--- src/rtl/branch_redirect_unit_pkg.sv ---
// Shared definitions for the front-end redirect path: FSM state encoding,
// jump-target alignment mask and the default flush depth that the
// fetch/decode flush logic also uses.
package branch_redirect_unit_pkg;

  typedef enum logic [1:0] {
    IDLE     = 2'd0,
    FLUSH    = 2'd1,
    REDIRECT = 2'd2,
    RESUME   = 2'd3
  } redirect_state_e;

  // Low target bits that must be zero for a legal instruction address.
  localparam logic [1:0] JUMP_ALIGN_MASK = 2'b11;

  // Number of cycles the younger IF/ID stages are flushed after a jump.
  localparam int FLUSH_CYCLES_DEFAULT = 2;

  // Flush counter width; covers the legal FLUSH_CYCLES range 1..15.
  localparam int FLUSH_CNT_W = 4;

endpackage

--- src/rtl/redirect_flush_counter.sv ---
// Loadable down-counter with a zero flag. Holds at zero instead of wrapping,
// so an extra decrement request can never re-arm a flush.
module redirect_flush_counter #(
  parameter int W = 4
) (
  input  logic         clk,
  input  logic         reset,
  input  logic         load,
  input  logic [W-1:0] load_value,
  input  logic         dec,
  output logic [W-1:0] count,
  output logic         zero
);

  // Load has priority over decrement; async clear on reset.
  always_ff @(posedge clk or negedge reset) begin
    if (!reset) begin
      count <= '0;
    end else if (load) begin
      count <= load_value;
    end else if (dec && (count != '0)) begin
      count <= count - 1'b1;
    end
  end

  assign zero = (count == '0);

endmodule

--- src/rtl/branch_redirect_unit.sv ---
// Branch redirect unit: consumes execute's jump result, stalls execute,
// flushes IF/ID for FLUSH_CYCLES cycles, then hands the jump target to
// fetch over a valid/ready handshake.
//
// state    | meaning
// IDLE     | waiting for execute_done && jump_signal
// FLUSH    | flush_if/flush_id high, execute stalled, counter running
// REDIRECT | redirect_valid high until fetch_ready (or fault pulse)
// RESUME   | one cycle with execute released; inputs ignored
//
// Optional build macro REDIRECT_ALIGN_CHECK_EN adds misalign_fault/fault_pc:
// a misaligned target is flushed as usual but reported as a one-cycle fault
// instead of being redirected.
module branch_redirect_unit
  import branch_redirect_unit_pkg::*;
#(
  parameter int ADDR_W       = 64,
  parameter int FLUSH_CYCLES = FLUSH_CYCLES_DEFAULT,
  parameter int CNT_W        = 32
) (
  input  logic              clk,
  input  logic              reset,
  input  logic              execute_done,
  input  logic              jump_signal,
  input  logic [ADDR_W-1:0] jump_target,
  input  logic [ADDR_W-1:0] branch_pc,
  input  logic              fetch_ready,
  output logic              stall_execute,
  output logic              flush_if,
  output logic              flush_id,
  output logic              redirect_valid,
  output logic [ADDR_W-1:0] redirect_pc,
  output logic              busy,
  output logic [CNT_W-1:0]  redirect_count
`ifdef REDIRECT_ALIGN_CHECK_EN
  ,
  output logic              misalign_fault,
  output logic [ADDR_W-1:0] fault_pc
`endif
);

  localparam logic [FLUSH_CNT_W-1:0] FLUSH_LOAD = FLUSH_CNT_W'(FLUSH_CYCLES - 1);

  redirect_state_e        state;
  redirect_state_e        state_next;
  logic                   capture;
  logic                   handshake;
  logic                   flush_zero;
  logic [FLUSH_CNT_W-1:0] flush_count;
  logic                   misalign_q;

  // Only an IDLE cycle can accept a jump; later cycles of the same
  // instruction are ignored.
  assign capture   = (state == IDLE) && execute_done && jump_signal;
  assign handshake = redirect_valid && fetch_ready;

  redirect_flush_counter #(
    .W (FLUSH_CNT_W)
  ) u_flush_counter (
    .clk        (clk),
    .reset      (reset),
    .load       (capture),
    .load_value (FLUSH_LOAD),
    .dec        (state == FLUSH),
    .count      (flush_count),
    .zero       (flush_zero)
  );

  // Next-state decode.
  always_comb begin
    state_next = state;
    unique case (state)
      IDLE:     if (capture) state_next = FLUSH;
      FLUSH:    if (flush_zero) state_next = REDIRECT;
      REDIRECT: if (misalign_q || handshake) state_next = RESUME;
      RESUME:   state_next = IDLE;
      default:  state_next = IDLE;
    endcase
  end

  // State-only decodes; no input reaches these outputs combinationally.
  assign stall_execute = (state == FLUSH) || (state == REDIRECT);
  assign busy          = (state != IDLE);

  // State register and registered outputs, pre-decoded from next state so
  // they line up with the state they belong to.
  always_ff @(posedge clk or negedge reset) begin
    if (!reset) begin
      state          <= IDLE;
      flush_if       <= 1'b0;
      flush_id       <= 1'b0;
      redirect_valid <= 1'b0;
      redirect_pc    <= '0;
      redirect_count <= '0;
    end else begin
      state          <= state_next;
      flush_if       <= (state_next == FLUSH);
      flush_id       <= (state_next == FLUSH);
      redirect_valid <= (state_next == REDIRECT) && !misalign_q;
      if (capture) begin
        redirect_pc <= jump_target;
      end
      if (handshake) begin
        redirect_count <= redirect_count + CNT_W'(1);
      end
    end
  end

`ifdef REDIRECT_ALIGN_CHECK_EN
  logic [ADDR_W-1:0] branch_pc_q;

  // Latch the jump's own PC and alignment status; report one fault pulse
  // when the flush finishes for a misaligned target.
  always_ff @(posedge clk or negedge reset) begin
    if (!reset) begin
      branch_pc_q    <= '0;
      misalign_q     <= 1'b0;
      misalign_fault <= 1'b0;
      fault_pc       <= '0;
    end else begin
      if (capture) begin
        branch_pc_q <= branch_pc;
        misalign_q  <= |(jump_target[1:0] & JUMP_ALIGN_MASK);
      end
      misalign_fault <= (state_next == REDIRECT) && misalign_q;
      if ((state_next == REDIRECT) && misalign_q) begin
        fault_pc <= branch_pc_q;
      end
    end
  end
`else
  // Without the alignment check the jump's own PC has no consumer.
  logic unused_branch_pc;
  assign unused_branch_pc = ^branch_pc;
  assign misalign_q       = 1'b0;
`endif

endmodule

--- config.mk ---
export PLATFORM = sky130hd
export DESIGN_NAME = branch_redirect_unit
export DESIGN_NICKNAME = d
export VERILOG_FILES = /design/src/rtl/branch_redirect_unit_pkg.sv /design/src/rtl/redirect_flush_counter.sv /design/src/rtl/branch_redirect_unit.sv
export SDC_FILE = /design/constraint.sdc
export NUM_CORES = 1
export LEC_CHECK = 0
export BUFFER_PORTS_ARGS = -buffer_cell sky130_fd_sc_hd__buf_2
export CORE_UTILIZATION = 29
export CTS_CLUSTER_DIAMETER = 40
export DETAILED_ROUTE_END_ITERATION = 12
export SETUP_SLACK_MARGIN = 0.5
export SLEW_MARGIN = 40
export SYNTH_ARGS = -nofsm -noshare
export SYNTH_HDL_FRONTEND = slang
export SYNTH_SLANG_ARGS = --single-unit
--- constraint.sdc ---
create_clock -name clk -period 1.6 [get_ports clk]
set_clock_uncertainty 0.05 [all_clocks]
set_input_delay 0 -clock clk [delete_from_list [all_inputs] [get_ports clk]]
set_output_delay 0 -clock clk [all_outputs]
set_load 0.01 [all_outputs]
==> metrics.md, run 1 <==
| Metric | Value |
|---|---|
| Internal portion of total power | 7.56 mW |
| Logic gate share of total power | 0.449 |
| Global-route wire length before repair | 21.8 mm |
| Net Sw Power | 4.31 mW |
| Total length of routed wires | 15.6 mm |
| Yosys warns | 0 |
| Worst hold path depth | 3 |
| DRC violations left | 0 |
| Die Ht | 124 um |
| Async SR Flop Fraction | 1.00 |
| Critical path class | reg2reg |
| Cell type with the highest aggregate area in the netlist | dfrtp_1 |
| Worst skew pair latency | 0.35 ns |
| Post-detailed-route wirelength per cell | 16.4 um |
| Most used flip-flop cell after synthesis | dfrtp_1 |
| Layout-stage area growth over the synthesis result | 96.0% |
| Worst reg2reg setup slack | -0.16 ns |
| Max-cap violations | 0 |
| Worst voltage drop across the vdd grid | 0.917 mV |
| Antenna-violating nets left | 0 |
| Top fanout value on the critical path | 3 |
| Half-perimeter wire length of the detailed placement result | 7.33 mm |
| HP Class | in2reg |
| Clock Sinks | 104 |
| Reg-to-reg startpoint | u_flush_counter.count[0] |
| Main area contributors after synthesis | dfrtp_1 60%, nand2_1 18%, xnor2_1 5.3% |
| Number of search-and-repair iterations in the first detailed-routing pass | 4 |
| Starting DRT DRC Count | 122 |
| Pwr/cell area | 1400 nW/um2 |
| Slowest cell delay on critical path | 0.40 ns |
| Root Driver | clkbuf_16 |
| Vias per cell | 4.68 |
| Number of flops mapped to enable cells by yosys | 0 |
| Clock transition time at the flip-flop clock pins of the worst setup and hold paths | 0.07 ns |
| Antenna violations before repair | 0 |
| Pin count of the biggest net entering global routing | 52 |
| Netlist area before placement | 4330 um2 |
| Number of input and output port buffers inserted | 169 |
| Maximum clock frequency | 569 MHz |
| Worst path bufs/invs | 1 |
| Area of the die | 15,400 um2 |
| Final number of max-transition violations | 0 |
| Final setup violation count | 12 |
| Fraction of power spent switching nets | 0.363 |
| Final worst slack | -0.157 ns |
| Violated checks | setup timing |
| Remaining max-slew budget at the tightest pin | 0.757 |
| Leakage power | 4.49 nW |
| Min-Delay Endpoint | redirect_count[1] |
| Synth top area share | 0.601 |
| Final number of hold-violating endpoints | 0 |
| Leading cell types by count after synthesis | 204 x nand2_1, 104 x dfrtp_1, 26 x xnor2_1, 16 x nand3_1, 12 x nand4_1 |
| Die Wd | 124 um |
| Vias after detailed routing | 4,458 |
| Unrepaired setup endpoints after global routing | yes |
| IO Pins | 234 |
| Finished Core Util | 0.584 |
| Cell variety after synth | 31 |
| Clock network power share | 0.187 |
| Category of cells accounting for the largest share of critical-path delay | simple AND/OR/NAND/NOR gates |
| Starting Density | 0.298 |
| Count of mapped cells out of synthesis | 445 |
| Fin Hold WS | 0.00719 ns |
| Total core area | 14,500 um2 |
| Worst path arrival time | 1.95 ns |
| Worst R2R Path Depth | 6 |
| Final clock period utilization by the worst path | 1.10 |
| GRT overflow | 0 |
| Std-Cell Rows | 44 |
| Clock period minus worst slack | 1.76 ns |
| Reg power frac | 0.363 |
| Worst Setup Slack post-DPL | -0.138 ns |
| Number of antenna cells inserted | 0 |
| Global Route Usage Sum | 0.190 |
| Total of flip-flops plus latches after synthesis | 104 |
| Slowest cell on crit path | dfrtp_1 |
| Sequential cell area fraction in the yosys report | 0.601 |
| Total number of nets in the final design | 904 |
| Element type at the critical path start | flop |
| Clock tree from TritonCTS | built |
| H-tree depth | 3 |
| Post-synth net total | 585 |
| Cell-by-cell listing of the critical path | inv_2 > ha_1 > or3b_4 > and2_4 > o311a_1 > and2_1 |
| Required time of the critical path | 1.79 ns |
| Pin slew with the least headroom to its limit | 0.361 ns |
| Status | finished, violations left |
| Most used standard cell by instance count after synthesis | nand2_1 |
| Endpoint of the lowest-slack register-to-register path | flush_id |
| Synth Area per Inst | 9.73 um2 |
| Clock Path Buffers | 2 |
| Final RePlAce weighted congestion | 0.766 |
| CTS buffer count | 9 |
| Worst Setup End Kind | flop |
| Min-delay src | fetch_ready |
| Number of global-route vias before repair | 4,392 |
| Fraction of final layout cells sized beyond drive strength 1 | 0.609 |
## cells by family (layout without fill, tap and decap cells)
family	count (synthesis)	in the layout	synth area share
AOI/OAI and AO/OA	6	6	0.00867
xor gates and xnor gates	34	34	0.0688
adders and majority gates	7	7	0.0202
buffers and inverters	28	352	0.0257
DFF	104	104	0.601
muxes	1	1	0.00260
and+or+nand+nor	265	265	0.273
## metrics by stage
step	power (mW)	instances	setup TNS [ns]	instance area, um2
after CTS	11.1	941	-0.189	7850
after global placement	7.07	798	-0.115	5640
after global routing	12.6	953	-1.96	8490
after floorplan	5.85	445	-0.222	4580
after detailed placement	7.18	798	-0.206	5640
final	11.9	953	-0.457	8490
## placed cells by master, fill, tap and decap left out, types with 2 or more instances in the layout
| cell type | count |
|---|---|
| nand4_1 | 12 |
| dfrtp_2 | 12 |
| nor2_4 | 5 |
| xnor2_2 | 4 |
| buf_4 | 33 |
| nor4_4 | 6 |
| xor2_1 | 8 |
| xnor2_1 | 22 |
| clkbuf_16 | 11 |
| and3_1 | 3 |
| nand3_2 | 8 |
| nor3_1 | 3 |
| nand2_4 | 61 |
| ha_4 | 2 |
| nand2_2 | 75 |
| dfrtp_1 | 92 |
| inv_2 | 5 |
| inv_1 | 6 |
| buf_12 | 9 |
| nand3_1 | 5 |
| buf_16 | 12 |
| clkbuf_1 | 3 |
| nor2_1 | 5 |
| ha_1 | 4 |
| buf_2 | 155 |
| buf_6 | 49 |
| dlygate4sd3_1 | 65 |
| nand3_4 | 5 |
| nand2_1 | 68 |
## power groups by stage
| stage | logic [mW] | clock network (mW) | registers [mW] |
|---|---|---|---|
| floorplan | 1.39 | 0 | 4.46 |
| global placement | 3.01 | 0 | 4.06 |
| detailed placement | 3.10 | 0 | 4.08 |
| CTS | 4.61 | 2.28 | 4.16 |
| global route | 5.76 | 2.39 | 4.40 |
| finish | 5.33 | 2.23 | 4.31 |
## final cells by class
type / count / area (um2)
Sequential cell: 104 / 2620
Clock buffer: 13 / 250
Multi-Input combinational cell: 313 / 2520
Clock inverter: 3 / 42.5
Inverter: 11 / 41.3
Timing Repair Buffer: 325 / 2790
Fill cell: 1163 / 6050
Tap cell: 184 / 230
## registers in the layout, summed over array words and instances (netlist names)
| name | cells |
|---|---|
| u_flush_counter.count | 4 |
| state | 2 |
| redirect_valid | 1 |
| redirect_count | 32 |
| redirect_pc | 64 |
| flush_id | 1 |
## metal layers
metal,routed length [um],global-route usage,vias to the layer above
met2,8280,0.329,137
li1,-,-,2058
met5,0,0,-
met4,399,0.0885,0
met1,6190,0.229,2233
met3,711,0.0293,30
## tightest hold or removal path: cells and delay by family
kind                   cells  cell delay (ns)
buffers and inverters      1             0.15
multiplexers               1             0.14
AND/OR/NAND/NOR            1             0.08
## what timing repair did
action | CTS | global route
endpoints found under the setup margin | 109 | 116
pin swaps | 137 | 62
gates resized for setup | 165 | 129
hold endpoints to repair | 169 | 0
hold buffers | 65 | 0
setup buffers | 50 | 9
gates cloned | 12 | 3
## worst max path at each step
| stage | start | end | depth (start not counted) |
|---|---|---|---|
| floorplan | u_flush_counter.count[0] | flush_id | 6 |
| global placement | u_flush_counter.count[0] | flush_id | 6 |
| detailed placement | u_flush_counter.count[0] | flush_id | 6 |
| CTS | u_flush_counter.count[0] | flush_id | 6 |
| global route | u_flush_counter.count[0] | flush_id | 6 |
| finish | u_flush_counter.count[0] | flush_id | 6 |
Note: power is estimated with default switching activity, not from simulation.
==> inputs of run 2 (changes only) <==
- clock period: 1.6 -> 1.55 ns (I/O delays scaled with it)
==> run 2 against run 1 <==
  * The run ends with hold timing, setup timing left
  * Global-route usage shrank 0.78 points
  * Combinational power is 3% lower
  * Final area fell by 0.18%
  * Cell count increased by 0.10%
  * First-iteration DRC count grew 70%
  * Core utilization shrank 0.10 points
  * Highest routed layer unchanged
==> metrics.md, run 2 (synthesis results as in run 1) <==
| Metric | Value |
|---|---|
| Antenna-violating nets left | 0 |
| Flip-flop count of the largest register, all copies and words added | 64 |
| Final worst slack | -0.178 ns |
| DRC violations left | 0 |
| GRT overflow | 0 |
| Root Driver | clkbuf_16 |
| Fraction of final layout cells sized beyond drive strength 1 | 0.605 |
| Half-perimeter wire length of the detailed placement result | 7.39 mm |
| Number of input and output port buffers inserted | 169 |
| Commonest cells after routing, fill and taps aside | 151 x buf_2, 89 x nand2_1, 89 x dfrtp_1 |
| Required time of the critical path | 1.74 ns |
| Starting DRT DRC Count | 208 |
| Clock Sinks | 104 |
| Remaining max-slew budget at the tightest pin | 0.675 |
| Leakage power | 4.59 nW |
| Std-Cell Rows | 44 |
| Die Wd | 124 um |
| Pin count of the biggest net entering global routing | 45 |
| Post-detailed-route wirelength per cell | 16.0 um |
| Antenna violations before repair | 0 |
| Cell area after placement | 5720 um2 |
| Starting Density | 0.298 |
| Final number of hold-violating endpoints | 1 |
| Overall power | 11.7 mW |
| Cts hold-fix bufs | 65 |
| Area of the die | 15,400 um2 |
| H-tree depth | 3 |
| Final number of max-transition violations | 0 |
| Finished Core Util | 0.583 |
| Global-route wire length before repair | 21.0 mm |
| Final setup violation count | 23 |
| HP Class | in2reg |
| Final RePlAce weighted congestion | 0.754 |
| Maximum clock frequency | 579 MHz |
| Worst path arrival time | 1.92 ns |
| Leading cell type in the layout, fill and taps excluded | buf_2 |
| Most flops, register | redirect_pc |
| Clock period minus worst slack | 1.73 ns |
| CTS buffer count | 9 |
| Vias per cell | 4.61 |
| Worst Setup End Kind | flop |
| Total core area | 14,500 um2 |
| Pin slew with the least headroom to its limit | 0.488 ns |
| Unrepaired setup endpoints after global routing | yes |
| Layout-stage area growth over the synthesis result | 95.7% |
| Clock Path Buffers | 2 |
| Total length of routed wires | 15.2 mm |
| Die Ht | 124 um |
| Critical path class | reg2reg |
| Fin Hold WS | -0.0441 ns |
| Element type at the critical path start | flop |
| IO Pins | 234 |
| Top fanout value on the critical path | 3 |
| Fill cell instance count of the final layout | 1,149 |
| Global Route Usage Sum | 0.182 |
| Finished Cell Area | 8470 um2 |
| Worst voltage drop across the vdd grid | 0.990 mV |
| Status | finished, violations left |
| Final clock period utilization by the worst path | 1.11 |
| Pwr/cell area | 1380 nW/um2 |
| Max-cap violations | 0 |
| Vias after detailed routing | 4,399 |
| Clock tree from TritonCTS | built |
| Number of search-and-repair iterations in the first detailed-routing pass | 4 |
| Clock transition time at the flip-flop clock pins of the worst setup and hold paths | 0.07 ns |
| Violated checks | hold timing, setup timing |
| Total number of nets in the final design | 905 |
| Worst Setup Slack post-DPL | -0.197 ns |
| Registers with the highest flip-flop counts | redirect_pc x64, redirect_count x32, u_flush_counter.count x4 |
| Number of global-route vias before repair | 4,253 |
| Number of antenna cells inserted | 0 |
| Worst skew pair latency | 0.34 ns |
run 2: cell count changes in the layout (fill, tap and decap cells not counted), sizes merged:
cell / change
clkinvlp: -1
clkinv: +4
inv: +1
clkbuf: -3
run 2: power by group:
part           switching [mW]  total (mW)  internal [mW]
logic                    2.61        5.15           2.54
clock network            1.04        2.30           1.26
registers               0.589        4.22           3.64
total                    4.24        11.7           7.43
run 2: repair_timing:
item                                    in CTS  in global routing
pin swaps                                   79                 74
endpoints found under the hold margin      169                  1
cloned                                      10                  3
endpoints found under the setup margin     113                120
buffers inserted                            32                 21
gates resized for setup                    149                136
run 2: per-stage QoR:
stage	std cells	TNS, ns
3_5_place_dp	807	-0.744
3_3_place_gp	807	-0.281
2_1_floorplan	445	-0.823
6_report	954	-0.982
5_1_grt	954	-5.32
4_1_cts	930	-0.880
run 2: path summary, 6_finish.rpt:
check / from / to / slack (ns) / cells after the start
hold / removal: fetch_ready / redirect_count[0] / -0.04 / 3
min in group asynchronous: reset / redirect_pc[30] / 0.10 / 2
max in group asynchronous: reset / redirect_count[13] / 0.75 / 3
hold reg to reg: redirect_count[31] / redirect_count[31] / 0.42 / 1
setup reg to reg: u_flush_counter.count[1] / flush_id / -0.18 / 6
setup / recovery: u_flush_counter.count[1] / flush_id / -0.18 / 6
run 2: layout make-up:
type / count / area [um2] / share of cell area
Inverter: 11 / 41.3 / 0.00487
Sequential cell: 104 / 2620 / 0.309
Timing Repair Buffer: 326 / 2750 / 0.324
Tap cell: 184 / 230 / 0.0272
Clock buffer: 9 / 225 / 0.0266
Multi-Input combinational cell: 313 / 2540 / 0.299
Clock inverter: 7 / 71.3 / 0.00842
run 2: routing by layer:
layer | vias to the layer above | GRT usage | part of all wire
met5 | - | 0 | 0
met4 | 0 | 0.0841 | 0.018
met3 | 25 | 0.0252 | 0.033
met2 | 124 | 0.323 | 0.54
met1 | 2189 | 0.216 | 0.41
li1 | 2061 | - | -
run 2: critical path, cell delays in order, from the launching register on:
cell and delay (ns):
dfrtp_1 0.39, inv_2 0.08, ha_4 0.12, or3b_4 0.37, and2_4 0.15, o311a_4 0.32, and2_4 0.14
==> inputs of run 3 (changes only) <==
- CTS_BUF_LIST: default -> sky130_fd_sc_hd__clkbuf_4 sky130_fd_sc_hd__clkbuf_8
- clock period: 1.55 -> 2.1 ns (I/O delays scaled with it)
==> run 3 against run 2 <==
  * The flow now finishes without violations
  * Global-route usage is 3.0 points lower
  * Register-to-register slack improved by 0.55 ns
  * Non-clock buffer count down 63
  * Core utilization shrank 12 points
  * Routed wire length fell by 21%
  * Critical endpoint is now u_flush_counter.count[0]
==> metrics.md, run 3 (synthesis results as in run 1) <==
| Metric | Value |
|---|---|
| Status | finished clean |
| Final setup violation count | 0 |
| Std-Cell Rows | 44 |
| Global-route wire length before repair | 18.1 mm |
| Maximum clock frequency | 579 MHz |
| Detailed-routed wire length on met2 | 6.06 mm |
| Final number of hold-violating endpoints | 0 |
| Number of global-route vias before repair | 3,886 |
| IO Pins | 234 |
| Area of the die | 15,400 um2 |
| Final number of max-transition violations | 0 |
| Post-detailed-route wirelength per cell | 13.5 um |
| Non-filler instance count after layout | 891 |
| DRC violations left | 0 |
| Total Negative Setup Slacks | 0 ns |
| Pin slew with the least headroom to its limit | 0.570 ns |
| Pwr/cell area | 1080 nW/um2 |
| Commonest cells after routing, fill and taps aside | 202 x nand2_1, 168 x buf_2, 93 x dfrtp_1 |
| Number of antenna cells inserted | 0 |
| Cell area after placement | 5440 um2 |
| Slowest cell on crit path | dfrtp_1 |
| Clock transition time at the flip-flop clock pins of the worst setup and hold paths | 0.10 ns |
| Final clock period utilization by the worst path | 0.822 |
| Pin count of the biggest net entering global routing | 60 |
| Die Ht | 124 um |
| Vias per cell | 4.48 |
| Flip-flop count of the largest register, all copies and words added | 64 |
| Net Sw Power | 2.53 mW |
| Internal portion of total power | 4.73 mW |
| Finished Cell Area | 6710 um2 |
| Multi-input combinational cell area | 1770 um2 |
| Number of search-and-repair iterations in the first detailed-routing pass | 4 |
| Antenna-violating nets left | 0 |
| Logic gate share of total power | 0.371 |
| Registers with the highest flip-flop counts | redirect_pc x64, redirect_count x32, u_flush_counter.count x4 |
| Top layer reached by signal wires | met4 |
| Starting Density | 0.298 |
| Starting DRT DRC Count | 170 |
| Clock tree from TritonCTS | built |
| H-tree depth | 3 |
| Layout-stage area growth over the synthesis result | 55.0% |
| Fin Hold WS | 0.0738 ns |
| Element type at the critical path start | flop |
| Leading cell type in the layout, fill and taps excluded | nand2_1 |
| Slowest cell delay on critical path | 0.40 ns |
| Die Wd | 124 um |
| Total length of routed wires | 12.0 mm |
| Worst voltage drop across the vdd grid | 0.455 mV |
| Total number of nets in the final design | 842 |
| Cell-by-cell listing of the critical path | inv_2 > ha_4 > or3b_4 > and2_4 > buf_6 > buf_6 > xnor2_2 > nand2_1 |
| Total core area | 14,500 um2 |
| Fraction of power spent switching nets | 0.349 |
| Total length of routed met3 wires | 671 um |
| CTS buffer count | 9 |
| GRT overflow | 0 |
| Top fanout value on the critical path | 3 |
| Half-perimeter wire length of the detailed placement result | 7.46 mm |
| Worst skew pair latency | 0.37 ns |
| Final RePlAce weighted congestion | 0.761 |
| Antenna violations before repair | 0 |
| Number of cells in the design after placement | 788 |
| Leakage power | 3.64 nW |
| Max-cap violations | 0 |
| Worst path arrival time | 1.94 ns |
| Remaining max-slew budget at the tightest pin | 0.620 |
| Clock network power share | 0.209 |
| Clock Sinks | 104 |
| Clock Path Buffers | 2 |
| HP Class | in2reg |
| Vias after detailed routing | 3,989 |
| Storage element area | 2620 um2 |
| Critical path class | reg2reg |
| Unrepaired setup endpoints after global routing | yes |
| Overall power | 7.27 mW |
| Fraction of final layout cells sized beyond drive strength 1 | 0.364 |
| Wire length on met1 | 4.97 mm |
| Number of input and output port buffers inserted | 169 |
| Required time of the critical path | 2.31 ns |
| Global Route Usage Sum | 0.151 |
| Root Driver | clkbuf_8 |
| Fill cell instance count of the final layout | 1,382 |
| Most flops, register | redirect_pc |
| Cell repeated most along the worst path | buf_6 |
| Clock period minus worst slack | 1.73 ns |
| Worst Setup End Kind | flop |
| Reg power frac | 0.420 |
-- run 3: cell count changes in the layout (fill, tap and decap cells not counted), moves of 10 or more --
| cell | previous run | this run |
|---|---|---|
| nand2_1 | 89 | 202 |
| buf_6 | 54 | 5 |
| buf_4 | 38 | 19 |
| clkbuf_8 | 0 | 10 |
| nand3_1 | 1 | 11 |
| clkbuf_16 | 12 | 1 |
| nand2_4 | 53 | 1 |
| buf_16 | 10 | 0 |
| nand2_2 | 62 | 1 |
| buf_2 | 151 | 168 |
-- run 3: final timing paths --
kind                                     startpoint                        to  slack, ns  cells after the start
max                        u_flush_counter.count[1]  u_flush_counter.count[0]       0.37                      8
min                                     jump_signal                  state[0]       0.07                      4
max reg2reg                u_flush_counter.count[1]  u_flush_counter.count[0]       0.37                      8
min reg2reg                         redirect_pc[47]           redirect_pc[47]       0.42                      2
max in group asynchronous                     reset            redirect_valid       1.34                      3
min in group asynchronous                     reset        redirect_count[23]       0.13                      3
-- run 3: per-stage QoR --
stage | util | worst slack (ns)
after global placement | 0.374 | 0.336
after global routing | 0.462 | 0.315
after detailed placement | 0.374 | 0.292
after CTS | 0.443 | 0.324
after floorplan | - | 0.385
final | 0.462 | 0.374
-- run 3: worst max-delay path, delay by kind of cell (launching register included) --
kind | cells | cell delay, ns
XOR/XNOR | 1 | 0.15
buffers and inverters | 3 | 0.32
AND/OR/NAND/NOR | 3 | 0.60
adder cells (fa/ha/maj) | 1 | 0.12
flip-flops | 1 | 0.40
-- run 3: final cells by class --
class,count,share of cell area
clock inverter,5,0.0155
multi-input combinational,313,0.263
sequential,104,0.390
clock buffer,11,0.0216
tap,184,0.0343
inverter,11,0.00615
timing repair buffer,263,0.269
-- run 3: what timing repair did --
item                       in CTS  in global routing
hold endpoints to repair      170                  0
gates resized for setup         8                 40
pin swaps                       3                 14
gates cloned                    0                  2
setup endpoints to repair      54                 92
setup buffers                   9                 10
hold buffers                   66                  0
-- run 3: layer usage --
layer | track usage | vias to the layer above
met5 | 0 | -
met2 | 0.248 | 136
met4 | 0.0811 | 0
li1 | - | 1921
met1 | 0.180 | 1911
met3 | 0.0408 | 21
-- run 3: power by group through the flow --
stage                     clock [mW]  sequential (mW)  combinational (mW)
after floorplan                    0             3.38               0.954
after global placement             0             3.06                2.23
after detailed placement           0             3.08                2.30
after CTS                       1.59             3.05                2.53
after global routing            1.68             3.14                3.02
final                           1.52             3.05                2.69
